==> src/rtl/gfp8_pkg.sv <==
// Shared types and constants for the GFP8 native-vector dot sequencer.
package gfp8_pkg;

    typedef logic signed [31:0] gfp_man_t;
    typedef logic signed [7:0]  gfp_exp_t;

    typedef enum logic [1:0] {
        IDLE,
        FETCH,
        DRAIN,
        DONE
    } seq_state_e;

    // Alignment shifts beyond this flush the operand to zero.
    localparam int unsigned SHIFT_LIMIT = 31;

    localparam gfp_man_t MAN_MAX = 32'sh7FFF_FFFF;
    localparam gfp_man_t MAN_MIN = 32'sh8000_0000;

endpackage

==> src/rtl/gfp8_acc_align.sv <==
// Combinational exponent alignment and saturating add of two GFP (mantissa, exponent) pairs.
module gfp8_acc_align
    import gfp8_pkg::*;
(
    input  gfp_man_t i_a_m,
    input  gfp_exp_t i_a_e,
    input  gfp_man_t i_b_m,
    input  gfp_exp_t i_b_e,
    output gfp_man_t o_sum_m,
    output gfp_exp_t o_emax
);

    gfp_man_t    a_sh;
    gfp_man_t    b_sh;
    logic [32:0] sum;

    function automatic gfp_man_t align_to(input gfp_man_t m, input gfp_exp_t e, input gfp_exp_t emax);
        logic [8:0] diff;
        diff = $signed({emax[7], emax}) - $signed({e[7], e});
        if (diff > 9'(SHIFT_LIMIT)) begin
            return '0;
        end
        return m >>> diff[4:0];
    endfunction

    always_comb begin
        o_emax  = (i_a_e > i_b_e) ? i_a_e : i_b_e;
        a_sh    = align_to(i_a_m, i_a_e, o_emax);
        b_sh    = align_to(i_b_m, i_b_e, o_emax);
        sum     = {a_sh[31], a_sh} + {b_sh[31], b_sh};
        o_sum_m = sum[31:0];
        if (sum[32] != sum[31]) begin
            o_sum_m = sum[32] ? MAN_MIN : MAN_MAX;
        end
    end

endmodule

==> src/rtl/gfp8_nv_dot_seq.sv <==
// Streams NV operand pairs into the dot unit and folds its results into one GFP element.
//   state | meaning
//   IDLE  | ready for a command
//   FETCH | issuing one operand read per cycle
//   DRAIN | waiting for the remaining dot results
//   DONE  | holding the accumulated result until accepted
module gfp8_nv_dot_seq
    import gfp8_pkg::*;
#(
    parameter int ADDR_W  = 9,
    parameter int CNT_W   = 8,
    parameter int DOT_LAT = 3,
    parameter int RD_LAT  = 1
) (
    input  logic              i_clk,
    input  logic              i_reset_n,
    input  logic              i_cmd_valid,
    output logic              o_cmd_ready,
    input  logic [ADDR_W-1:0] i_cmd_left_base,
    input  logic [ADDR_W-1:0] i_cmd_right_base,
    input  logic [CNT_W-1:0]  i_cmd_num_nv,
    output logic              o_rd_en,
    output logic [ADDR_W-1:0] o_rd_addr_left,
    output logic [ADDR_W-1:0] o_rd_addr_right,
    output logic              o_dot_input_valid,
    input  gfp_man_t          i_dot_mantissa,
    input  gfp_exp_t          i_dot_exponent,
    output logic              o_result_valid,
    input  logic              i_result_ready,
    output gfp_man_t          o_result_mantissa,
    output gfp_exp_t          o_result_exponent,
    output logic              o_busy
);

    localparam int PIPE_LEN = RD_LAT + DOT_LAT;

    seq_state_e          state_q, state_d;
    logic [ADDR_W-1:0]   left_base_q, left_base_d;
    logic [ADDR_W-1:0]   right_base_q, right_base_d;
    logic [CNT_W-1:0]    num_q, num_d;
    logic [CNT_W-1:0]    rd_cnt_q, rd_cnt_d;
    logic [CNT_W-1:0]    res_cnt_q, res_cnt_d;
    logic [PIPE_LEN-1:0] vpipe_q, vpipe_d;
    gfp_man_t            acc_m_q, acc_m_d;
    gfp_exp_t            acc_e_q, acc_e_d;
    logic                first_q, first_d;

    logic     rd_en;
    logic     res_v;
    gfp_man_t sum_m;
    gfp_exp_t sum_e;

    assign rd_en = (state_q == FETCH);
    // One shift register covers both the buffer read latency and the dot latency.
    assign res_v = vpipe_q[PIPE_LEN-1];

    gfp8_acc_align u_align (
        .i_a_m   (acc_m_q),
        .i_a_e   (acc_e_q),
        .i_b_m   (i_dot_mantissa),
        .i_b_e   (i_dot_exponent),
        .o_sum_m (sum_m),
        .o_emax  (sum_e)
    );

    always_comb begin
        state_d      = state_q;
        left_base_d  = left_base_q;
        right_base_d = right_base_q;
        num_d        = num_q;
        rd_cnt_d     = rd_cnt_q;
        res_cnt_d    = res_cnt_q;
        acc_m_d      = acc_m_q;
        acc_e_d      = acc_e_q;
        first_d      = first_q;
        vpipe_d      = {vpipe_q[PIPE_LEN-2:0], rd_en};

        if (res_v) begin
            res_cnt_d = res_cnt_q + CNT_W'(1);
            first_d   = 1'b0;
            if (first_q) begin
                acc_m_d = i_dot_mantissa;
                acc_e_d = i_dot_exponent;
            end else begin
                acc_m_d = sum_m;
                acc_e_d = sum_e;
            end
        end

        case (state_q)
            IDLE: begin
                if (i_cmd_valid) begin
                    left_base_d  = i_cmd_left_base;
                    right_base_d = i_cmd_right_base;
                    num_d        = i_cmd_num_nv;
                    rd_cnt_d     = '0;
                    res_cnt_d    = '0;
                    acc_m_d      = '0;
                    acc_e_d      = '0;
                    first_d      = 1'b1;
                    state_d      = (i_cmd_num_nv == '0) ? DONE : FETCH;
                end
            end
            FETCH: begin
                rd_cnt_d = rd_cnt_q + CNT_W'(1);
                if (rd_cnt_q == num_q - CNT_W'(1)) begin
                    state_d = DRAIN;
                end
            end
            DRAIN: begin
                if (res_cnt_d == num_q) begin
                    state_d = DONE;
                end
            end
            DONE: begin
                if (i_result_ready) begin
                    state_d = IDLE;
                end
            end
            default: state_d = IDLE;
        endcase
    end

    always_ff @(posedge i_clk or negedge i_reset_n) begin
        if (!i_reset_n) begin
            state_q      <= IDLE;
            left_base_q  <= '0;
            right_base_q <= '0;
            num_q        <= '0;
            rd_cnt_q     <= '0;
            res_cnt_q    <= '0;
            vpipe_q      <= '0;
            acc_m_q      <= '0;
            acc_e_q      <= '0;
            first_q      <= 1'b0;
        end else begin
            state_q      <= state_d;
            left_base_q  <= left_base_d;
            right_base_q <= right_base_d;
            num_q        <= num_d;
            rd_cnt_q     <= rd_cnt_d;
            res_cnt_q    <= res_cnt_d;
            vpipe_q      <= vpipe_d;
            acc_m_q      <= acc_m_d;
            acc_e_q      <= acc_e_d;
            first_q      <= first_d;
        end
    end

    assign o_cmd_ready       = (state_q == IDLE);
    assign o_busy            = (state_q != IDLE);
    assign o_rd_en           = rd_en;
    assign o_rd_addr_left    = left_base_q + ADDR_W'(rd_cnt_q);
    assign o_rd_addr_right   = right_base_q + ADDR_W'(rd_cnt_q);
    assign o_dot_input_valid = vpipe_q[RD_LAT-1];
    assign o_result_valid    = (state_q == DONE);
    assign o_result_mantissa = acc_m_q;
    assign o_result_exponent = acc_e_q;

endmodule

==> config.mk <==
export PLATFORM = sky130hd
export DESIGN_NAME = gfp8_nv_dot_seq
export DESIGN_NICKNAME = d
export VERILOG_FILES = /design/src/rtl/gfp8_pkg.sv /design/src/rtl/gfp8_acc_align.sv /design/src/rtl/gfp8_nv_dot_seq.sv
export SDC_FILE = /design/constraint.sdc
export NUM_CORES = 1
export LEC_CHECK = 0
export CAP_MARGIN = 10
export CORE_AREA = 4 4 143 173
export DETAILED_ROUTE_END_ITERATION = 10
export DIE_AREA = 0 0 147 177
export DONT_BUFFER_PORTS = 1
export GPL_TIMING_DRIVEN = 1
export PLACE_DENSITY = 0.67
export SETUP_SLACK_MARGIN = 0.15
export SLEW_MARGIN = 0
export SYNTH_ARGS = -nofsm -noshare
export SYNTH_HDL_FRONTEND = slang
export SYNTH_SLANG_ARGS = --single-unit
==> constraint.sdc <==
create_clock -name i_clk -period 7.3 [get_ports i_clk]
set_input_delay 1.46 -clock i_clk [delete_from_list [all_inputs] [get_ports i_clk]]
set_output_delay 1.46 -clock i_clk [all_outputs]
set_load 0.02 [all_outputs]
# Yosys cells after proc, flatten, opt, wreduce, memory -nomap -nowiden
# Index checks and enable logic that the tools add are counted.
[op_classes] n_addsub=8 magnitude_cmp=3 reduce_logical=7 shift=2 mux=31 eq_ne=10
[ops] operator="$mux W32" n=10
[ops] operator="$mux W8" n=9
[ops] operator="$sshr A32 B5 Y32" n=2
[ops] operator="$add A32 B32 Y33" n=1
[ops] operator="$add A9 B8 Y9" n=2
[ops] operator="$gt A9 B5 Y1 const B" n=2
[ops] operator="$sub A8 B8 Y9" n=2
[ops] operator="$add A8 B1 Y8 const B" n=2
[ops] operator="$eq A8 B8 Y1" n=2
[ops] operator="$pmux W8 S2" n=1
[ops] operator="$mux W2" n=5
[ops] operator="$gt A8 B8 Y1" n=1
[ops] operator="$logic_not A8 Y1" n=1
[ops] operator="$pmux W2 S4" n=1
[ops] operator="$sub A8 B1 Y8 const B" n=1
[ops] operator="$mux W1" n=5
[ops] operator="$eq A2 B2 Y1 const B" n=2
[ops] operator="$ne A2 B1 Y1 const B" n=2
[ops] operator="$ne A2 B2 Y1 const B" n=2
[ops] operator="$reduce_and A2 Y1" n=2
[ops] operator="$reduce_and A4 Y1" n=1
[ops] operator="$reduce_bool A2 Y1" n=2
[ops] operator="$eq A2 B1 Y1 const B" n=1
[ops] operator="$logic_not A2 Y1" n=1
[ops] operator="$ne A1 B1 Y1" n=1
[totals] inputBits=70 ff_bits=89 out_inout_bits=63 elab_cells=71

# Logic depth before layout (Yosys ltp)
# Gate-level depths: netlist of run 1.
[logic_depth] word_depth=13 depth_mapped=36 mapped_depth_nobuf=33

# Modules after synthesis
# Synthesis of run 1 repeated with hierarchy kept, for this count alone.
[hier_totals] hier_cells=1454 area_unflattened_um2=11422.2
[modules_own_cells] module="gfp8_acc_align" cells_each=931 seq_area_each_um2=0.0 instances=1 area_each_um2=6413.7
[modules_own_cells] module="gfp8_nv_dot_seq" cells_each=523 seq_area_each_um2=2227.1 instances=1 area_each_um2=5008.6

# Worst setup path after synthesis of run 1
# Ideal clock, no wire load.
[synth_timing] path_kind="input to register" from="input port i_dot_exponent[1]" to="register acc_m_q[10], in the netlist o_result_mantissa[10]" slack_ns=-0.564 cell_stages=35 n_path_buf=4 setup_time_ns=0.082 arrival_ns=7.782 path_cell_list="inv_1 -> ha_1 -> nor2b_1 -> o21a_1 -> o21a_1 -> o21a_1 -> o21a_1 -> o2111ai_1 -> nand2_1 -> clkbuf_1 -> nand2_1 -> o21ai_0 -> fa_1 -> buf_1 -> clkbuf_1 -> mux2i_1 -> mux2i_1 -> mux2i_1 -> nand2_1 -> o21ai_0 -> o21ai_0 -> nor2b_1 -> ha_1 -> inv_1 -> fa_1 -> nand2b_1 -> a21oi_1 -> o2111ai_1 -> nand2_1 -> and4_1 -> a211oi_2 -> a221oi_4 -> buf_6 -> o21ai_1 -> a31oi_1"
[synth_via] elab_chain_len=13 elab_cells_between_ends=20 cone_classes="add/sub (3); order compare (3); eq/ne (1); shift (2); mux (11)"
[synth_rtl] element="start, declared" line="gfp8_nv_dot_seq.sv:27" rtl="input gfp_exp_t i_dot_exponent,"
[synth_rtl] element="$gt A8 B8 Y1" line="gfp8_acc_align.sv:27" rtl="o_emax = (i_a_e > i_b_e) ? i_a_e : i_b_e;"
[synth_rtl] element="$mux W8" line="gfp8_acc_align.sv:27"
[synth_rtl] element="$sub A8 B8 Y9" line="gfp8_acc_align.sv:19" rtl="diff = $signed({emax[7], emax}) - $signed({e[7], e});"
[synth_rtl] element="$gt A9 B5 Y1" line="gfp8_acc_align.sv:20" rtl="if (diff > 9'(SHIFT_LIMIT)) begin"
[synth_rtl] element="$mux W1" line="gfp8_acc_align.sv:20"
[synth_rtl] element="$mux W32" line="gfp8_acc_align.sv:23" rtl="return m >>> diff[4:0];"
[synth_rtl] element="$add A32 B32 Y33 *" line="gfp8_acc_align.sv:30" rtl="sum = {a_sh[31], a_sh} + {b_sh[31], b_sh};"
[synth_rtl] element="$mux W32 / $ne A1 B1 Y1 (equally long branches)" line="gfp8_acc_align.sv:33, gfp8_acc_align.sv:32"
[synth_rtl] element="$mux W32 *" line="gfp8_acc_align.sv:32" rtl="if (sum[32] != sum[31]) begin"
[synth_rtl] element="$mux W32 *" line="gfp8_nv_dot_seq.sv:81" rtl="if (first_q) begin"
[synth_rtl] element="$mux W32 *" line="gfp8_nv_dot_seq.sv:78" rtl="if (res_v) begin"
[synth_rtl] element="$mux W32" line="gfp8_nv_dot_seq.sv:92" rtl="if (i_cmd_valid) begin"
[synth_rtl] element="$mux W32 *" line="gfp8_nv_dot_seq.sv:90" rtl="case (state_q)"
[synth_rtl] element="named net acc_m_d[10]" line="gfp8_nv_dot_seq.sv:44" rtl="gfp_man_t acc_m_q, acc_m_d;"
[synth_rtl] element="end signal, assigned" line="gfp8_nv_dot_seq.sv:144" rtl="acc_m_q <= acc_m_d;"
[synth_rtl] element="end, declared" line="gfp8_nv_dot_seq.sv:44"
# The timed path passes the listed nets; every way through them passes the cells marked *.
# A chain may end at the register's enable or synchronous reset.

# Final worst setup path of run 1
[layout_timing] from="input port i_dot_exponent[1]" to="register acc_m_q[12], in the netlist o_result_mantissa[12]"
# Same word-level chain as after synthesis.

==> flow_summary.yaml, run 1 <==
status:
  violations: "setup timing"
  status: "finished, violations left"
floorplan:
  ios: 133
  core-area_sq_um: 23000
  die-area_sq_um: 26000
  start_util: 0.468
  fp-row-count: 61
  die_y_microns: 177
  die_w_microns: 147
logic_synthesis:
  synthCells: 1436
  synth_xor_area_frac: 0.0701
  synth-seq-cells: 89
  syn_area_sq_um: 10700
  synth_fp_nets: 1590
  synthMuxAreaShare: 0.129
  synth-simple-area-share: 0.197
  synth_warnings: 0
  syn_avg_cell_area_sq_um: 7.48
  synthArstFlopShare: 1.00
  ys.flop_type: "dfrtp_1"
  synthAdderAreaFrac: 0.101
  synth_edf_count: 0
  synth_seq_area_share: 0.207
  synth_top_family_by_area: "compound AO/OA/AOI/OAI gates"
  yosysUniqueCellTypes: 66
  synth_compound_area_frac: 0.239
critical_path:
  crit_fanout: 11
  cp.depth: 35
  crit_type: "primary input to register"
  worst_ep_required_time_ns: 7.57
  critPathArrivalTime_ns: 7.81
  reg2reg_depth: 34
  worstReg2RegEnd: "o_result_mantissa[12]"
  worst_path_max_delay_cell: "fa_2"
  endpoint_kind: "register"
  cp_top_family: "compound AO/OA/AOI/OAI gates"
  ff2ff_setup_slack_ns: 0.49
  path_common_cell: "o21a_1"
  cp-startpoint: "i_dot_exponent[1]"
  cp-start-kind: "primary input"
  critical_path.max_stage_delay_ns: 0.60
  crit_buf_inv: 8
  r2r-start: "o_result_exponent[1]"
  crit_end: "o_result_mantissa[12]"
sta:
  period_share: 1.03
  worst_pin_slew_ns: 1.08
  rsz0062_at_grt: "true"
  setup_tns_ns: -5.86
  hold_violations: 0
  slew_headroom: 0.276
  fin_ws_ns: -0.237
  clock_skew_ns: 0.0157
  setup_viol: 31
  maxSlewViolCount: 0
  clock.fmax_ghz: 0.133
  min_period_ns: 7.54
final_layout:
  drive_above_1_share: 0.301
  most-common-layout-cells: "buf_4 (303), nand2_1 (272), a21oi_1 (107)"
  final_common_cell: "buf_4"
  fillCellCount: 2030
  syn_to_final_growth_pct: 34.1
  diodes: 0
  layout.nets: 1839
  final-seq-area_sq_um: 2230
  multi_input_comb_area_sq_um: 8570
global_route:
  grtUsageTotal: 0.315
  grt_start_max_net_pins: 90
  grt_pass1_vias: 11900
  grt_pass1_wl_microns: 64700
  antenna_found_initial: 1
  grt-ovfl-total: 0
placement:
  io_buffers: 0
  gp_congestion: 1.01
  dp_hpwl_microns: 32300
clock_network:
  ctsHtreeMaxLevel: 3
  root_buffer: "clkbuf_16"
  clk_latency_ns: 0.37
  cts_buffer_depth: 2
  cts-hold-fix-buffers: 0
  cts_tree: "yes"
  cts_sinks: 89
  clkTransAtPathRegs_ns: 0.07
  cts_buffers: 9
job:
  maxCapViolCount: 0
route:
  wl_per_cell_microns: 21.0
  vias: 11900
  via_per_inst: 5.96
  drt_iter0_drc: 899
  drt-total-wl_microns: 42200
  drtPass1Iterations: 7
  antenna_left: 0
  drc_errors: 0
min_path:
  holdPathStages: 0
  hp-class: "register to register"
-- cells in the mapped netlist (all sizes together), types with 3 or more instances --
master,n,area share
o211ai,14,0.0098
mux4,29,0.061
mux2,9,0.0094
or3,10,0.0058
a21o,15,0.010
a31oi,54,0.032
nor3,11,0.0051
fa,5,0.0093
xor2,34,0.028
o21bai,9,0.0063
clkbuf,66,0.023
o21ai,133,0.062
a21boi,3,0.0021
nand3,21,0.0098
o311ai,3,0.0024
nor2b,17,0.0099
ha,79,0.092
dfrtp,89,0.21
buf,24,0.012
mux2i,63,0.059
o31ai,3,0.0021
nand2b,9,0.0052
and2,6,0.0037
nor2,107,0.037
and3,6,0.0035
nor4,8,0.0047
xnor2,52,0.042
nand4,11,0.0064
a221oi,3,0.0041
inv,58,0.020
a21oi,136,0.063
nand2,280,0.098
o2111ai,5,0.0041
or2,5,0.0029
o21a,16,0.011
a211oi,16,0.013
-- how the worst min path moves through the flow --
stage / from / end / slack (ns)
floorplan: vpipe_q[1] / vpipe_q[2] / 0.33
global placement: vpipe_q[1] / vpipe_q[2] / 0.34
detailed placement: vpipe_q[2] / vpipe_q[3] / 0.33
CTS: vpipe_q[2] / vpipe_q[3] / 0.35
global route: vpipe_q[1] / vpipe_q[2] / 0.37
finish: vpipe_q[2] / vpipe_q[3] / 0.35
-- registers in the layout, indices dropped and copies added, names as in the netlist --
signal and count:
num_q 8, res_cnt_q 8, left_base_q 9, state_q 2
right_base_q 9, o_result_exponent 8, first_q 1, o_result_mantissa 32
rd_cnt_q 8, vpipe_q 4
-- per-stage QoR --
| step | area (sq um) | hold WS, ns | cells | worst slack, ns | utilization |
|---|---|---|---|---|---|
| 2_1_floorplan | 10900 | 0.331 | 1436 | -0.185 | - |
| 3_3_place_gp | 13200 | 0.335 | 1943 | -0.586 | 0.574 |
| 3_5_place_dp | 13200 | 0.335 | 1943 | -0.658 | 0.574 |
| 4_1_cts | 14100 | 0.351 | 1995 | -0.0855 | 0.612 |
| 5_1_grt | 14400 | 0.372 | 2005 | -0.535 | 0.627 |
| 6_report | 14400 | 0.351 | 2005 | -0.237 | 0.627 |
-- layer usage --
layer / up-vias / GRT usage / share of wire
met3: 120 / 0.0428 / 0.064
met2: 480 / 0.547 / 0.49
met5: - / 0 / 0
met4: 0 / 0.174 / 0.060
li1: 5633 / - / -
met1: 5710 / 0.377 / 0.38
-- cell families after synthesis --
| kind of cell | Yosys count |
|---|---|
| DFF | 89 |
| adders and majority gates | 84 |
| AOI/OAI and AO/OA | 430 |
| xor gates and xnor gates | 86 |
| buffers and inverters | 149 |
| muxes | 101 |
| and+or+nand+nor | 497 |
-- cell type report --
cell class              instances  area share
repair buffers                327       0.187
clock buffers                   9      0.0156
flip-flops and latches         89       0.155
multi-input cells            1199       0.595
clock inverters                 7     0.00469
inverters                      59      0.0159
well taps                     315      0.0274
-- worst reg2reg max path, delay by kind of cell (launching register included) --
kind	cells	cell delay, ns
compound gates	11	1.98
fa+ha+maj	4	1.45
buf+inv	7	1.00
flops	1	0.41
mux	3	0.74
simple gates	9	1.15
-- timing repair --
item / 4_1_cts / 5_1_grt
resized for setup: 70 / 61
endpoints found under the setup margin: 32 / 32
setup buffers: 31 / 9
cloned: 5 / 1
hold endpoints to repair: 0 / 0
pin swaps: 41 / 39
Power of run 1 is not shown: default switching activity piles up to over one toggle a cycle in this logic, so the estimate is an artifact.
==> run 2: changes to the inputs <==
- CTS_CLUSTER_SIZE: default -> 20
==> results of run 2 <==
Final layout, timing and power as in run 1 (identical DEF).
Power of run 2 is left out for the same reason.
==> run 3: changes to the inputs <==
- ABC_AREA: default -> 1
- CORE_AREA: 4 4 143 173 -> 4 4 152 183
- DIE_AREA: 0 0 147 177 -> 0 0 156 187
- HOLD_SLACK_MARGIN: default -> 0.02
- SYNTH_HIERARCHICAL: default -> 1
==> run 3 against run 2 <==
Against the previous run:
- the flow now finishes without violations
- utilization decreased by 12 points
- first-iteration DRC count increased by 36%
- wire length increased by 3.8%
- critical endpoint is now o_result_mantissa[19]
- sequential cell count unchanged
- maximum frequency increased by 11%
- clock skew decreased by 0.0038 ns
- critical path depth increased by 6
- die area increased by 12%
==> flow_summary.yaml, run 3 <==
sta:
  clock_skew_ns: 0.0118
  rsz0062_at_grt: "true"
  min_period_ns: 6.78
  slew_headroom: 0.471
  clock.fmax_ghz: 0.148
  setup_viol: 0
  maxSlewViolCount: 0
  worst_pin_slew_ns: 0.792
  hold_violations: 0
  period_share: 0.929
logic_synthesis:
  synthCells: 2121
  synth_fp_nets: 2275
  synth_edf_count: 0
  ys_top_cells_by_area: "nand2_1 (27%), dfrtp_1 (18%), ha_1 (8.2%), inv_1 (6.7%), o21ai_0 (5.4%)"
  synth-simple-area-share: 0.394
  ys_top_cells_by_count: "nand2_1 (858), inv_1 (215), nor2_1 (149), o21ai_0 (130), a21oi_1 (129)"
  synth_largest_area_cell: "nand2_1"
  synthAdderAreaFrac: 0.0900
  yosysUniqueCellTypes: 48
  synthMuxAreaShare: 0.0174
  synth_top_family_by_area: "simple AND/OR/NAND/NOR gates"
  synth_compound_area_frac: 0.171
  synth_warnings: 6
  synthArstFlopShare: 1.00
  yosysTopAreaCellShare: 0.266
  synth_xor_area_frac: 0.0357
  yosysMostFrequentCell: "nand2_1"
  ys.flop_type: "dfrtp_1"
  synth_seq_area_share: 0.184
  syn_avg_cell_area_sq_um: 5.70
  syn_area_sq_um: 12100
  synth-seq-cells: 89
final_layout:
  syn_to_final_growth_pct: 8.30
  drive_above_1_share: 0.0715
  finalNonFillerCells: 2434
  most-common-layout-cells: "nand2_1 (853), inv_1 (214), nor2_1 (137)"
  fillCellCount: 2784
  layout.nets: 2248
  final_common_cell: "nand2_1"
  largest_reg_flops: 32
  diodes: 0
route:
  drt_iter0_drc: 1226
  wl_per_cell_microns: 18.0
  drc_errors: 0
  drtPass1Iterations: 6
  drt-total-wl_microns: 43800
  vias: 13500
  antenna_left: 0
  via_per_inst: 5.57
min_path:
  hp-class: "register to register"
  holdCritStartpoint: "vpipe_q[2]"
critical_path:
  path_common_cell: "nand2_1"
  endpoint_kind: "register"
  worstReg2RegEnd: "o_result_mantissa[19]"
  crit_type: "primary input to register"
  crit_end: "o_result_mantissa[19]"
  cp-start-kind: "primary input"
  r2r-start: "o_result_exponent[3]"
  worst_ep_required_time_ns: 7.53
  worst_path_max_delay_cell: "fa_2"
  cp-startpoint: "i_dot_exponent[1]"
  crit_fanout: 11
  ff2ff_setup_slack_ns: 1.10
  critical_path.max_stage_delay_ns: 0.49
  critPathArrivalTime_ns: 7.01
  reg2reg_depth: 39
clock_network:
  cts_sinks: 89
  ctsHtreeMaxLevel: 3
  cts_tree: "yes"
  cts_buffers: 9
  root_buffer: "clkbuf_16"
  cts-hold-fix-buffers: 0
  clk_latency_ns: 0.35
  cts_buffer_depth: 2
  clkTransAtPathRegs_ns: 0.06
floorplan:
  core-area_sq_um: 26100
  ios: 133
  die_y_microns: 187
  die_w_microns: 156
  start_util: 0.463
  fp-row-count: 65
  die-area_sq_um: 29200
global_route:
  antenna_found_initial: 0
  grt_start_max_net_pins: 90
  grt_pass1_vias: 12400
  grt_pass1_wl_microns: 67800
  grtUsageTotal: 0.291
  grt-ovfl-total: 0
placement:
  dp_hpwl_microns: 35300
  gp_congestion: 1.00
  io_buffers: 0
  dp_cells: 2405
status:
  status: "completed"
job:
  maxCapViolCount: 0
## run 3: cell families (layout without fill, tap and decap cells)
logic type / after synthesis / count (layout)
AO/OA/AOI/OAI: 375 / 375
XOR/XNOR: 46 / 46
adder cells (fa/ha/maj): 84 / 84
buffers and inverters: 325 / 302
flip-flops: 89 / 89
multiplexers: 21 / 21
AND/OR/NAND/NOR: 1181 / 1182
## run 3: through the flow
step / setup TNS (ns) / util / hold slack, ns / setup slack (ns) / instance area (sq um)
final: 0 / 0.502 / 0.354 / 0.521 / 13100
after CTS: 0 / 0.489 / 0.357 / 0.195 / 12800
after detailed placement: -1.30 / 0.478 / 0.343 / -0.141 / 12500
after global placement: 0 / 0.478 / 0.332 / 0.0560 / 12500
after global routing: 0 / 0.502 / 0.367 / 0.120 / 13100
after floorplan: 0 / - / 0.331 / 0.775 / 12100
## run 3: how the worst min path moves through the flow
| stage | cells past startpoint | to | slack [ns] |
|---|---|---|---|
| floorplan | 0 | vpipe_q[2] | 0.33 |
| global placement | 0 | vpipe_q[2] | 0.33 |
| detailed placement | 0 | vpipe_q[3] | 0.34 |
| CTS | 0 | vpipe_q[3] | 0.36 |
| global route | 0 | vpipe_q[3] | 0.37 |
| finish | 0 | vpipe_q[3] | 0.35 |
## run 3: routing by layer
metal,vias up,global-route usage,routed length (microns)
li1,6748,-,-
met1,6120,0.369,17500
met4,0,0.111,1770
met2,594,0.480,20500
met3,86,0.0657,4060
met5,-,0,0
## run 3: final cells by class
cell class	count	area [sq um]	share of cell area
Multi-Input combinational cell	1708	8700	0.664
Sequential cell	89	2230	0.170
Inverter	231	882	0.0673
Timing Repair Buffer	54	557	0.0425
Tap cell	335	419	0.0320
Clock buffer	11	253	0.0193
Clock inverter	5	53.8	0.00411
Timing Repair inverter	1	6.26	0.000477
## run 3: critical path: cells and delay by family
family                     cells  cell delay [ns]
muxes                          1             0.14
adders and majority gates      4             1.28
buffers and inverters         10             0.96
AOI/OAI and AO/OA              8             1.13
and+or+nand+nor               18             2.03
## run 3: timing repair
item / CTS / global route
setup buffers: 0 / 9
setup endpoints to repair: 0 / 31
gates resized for setup: 0 / 63
Power of run 3 is left out for the same reason.
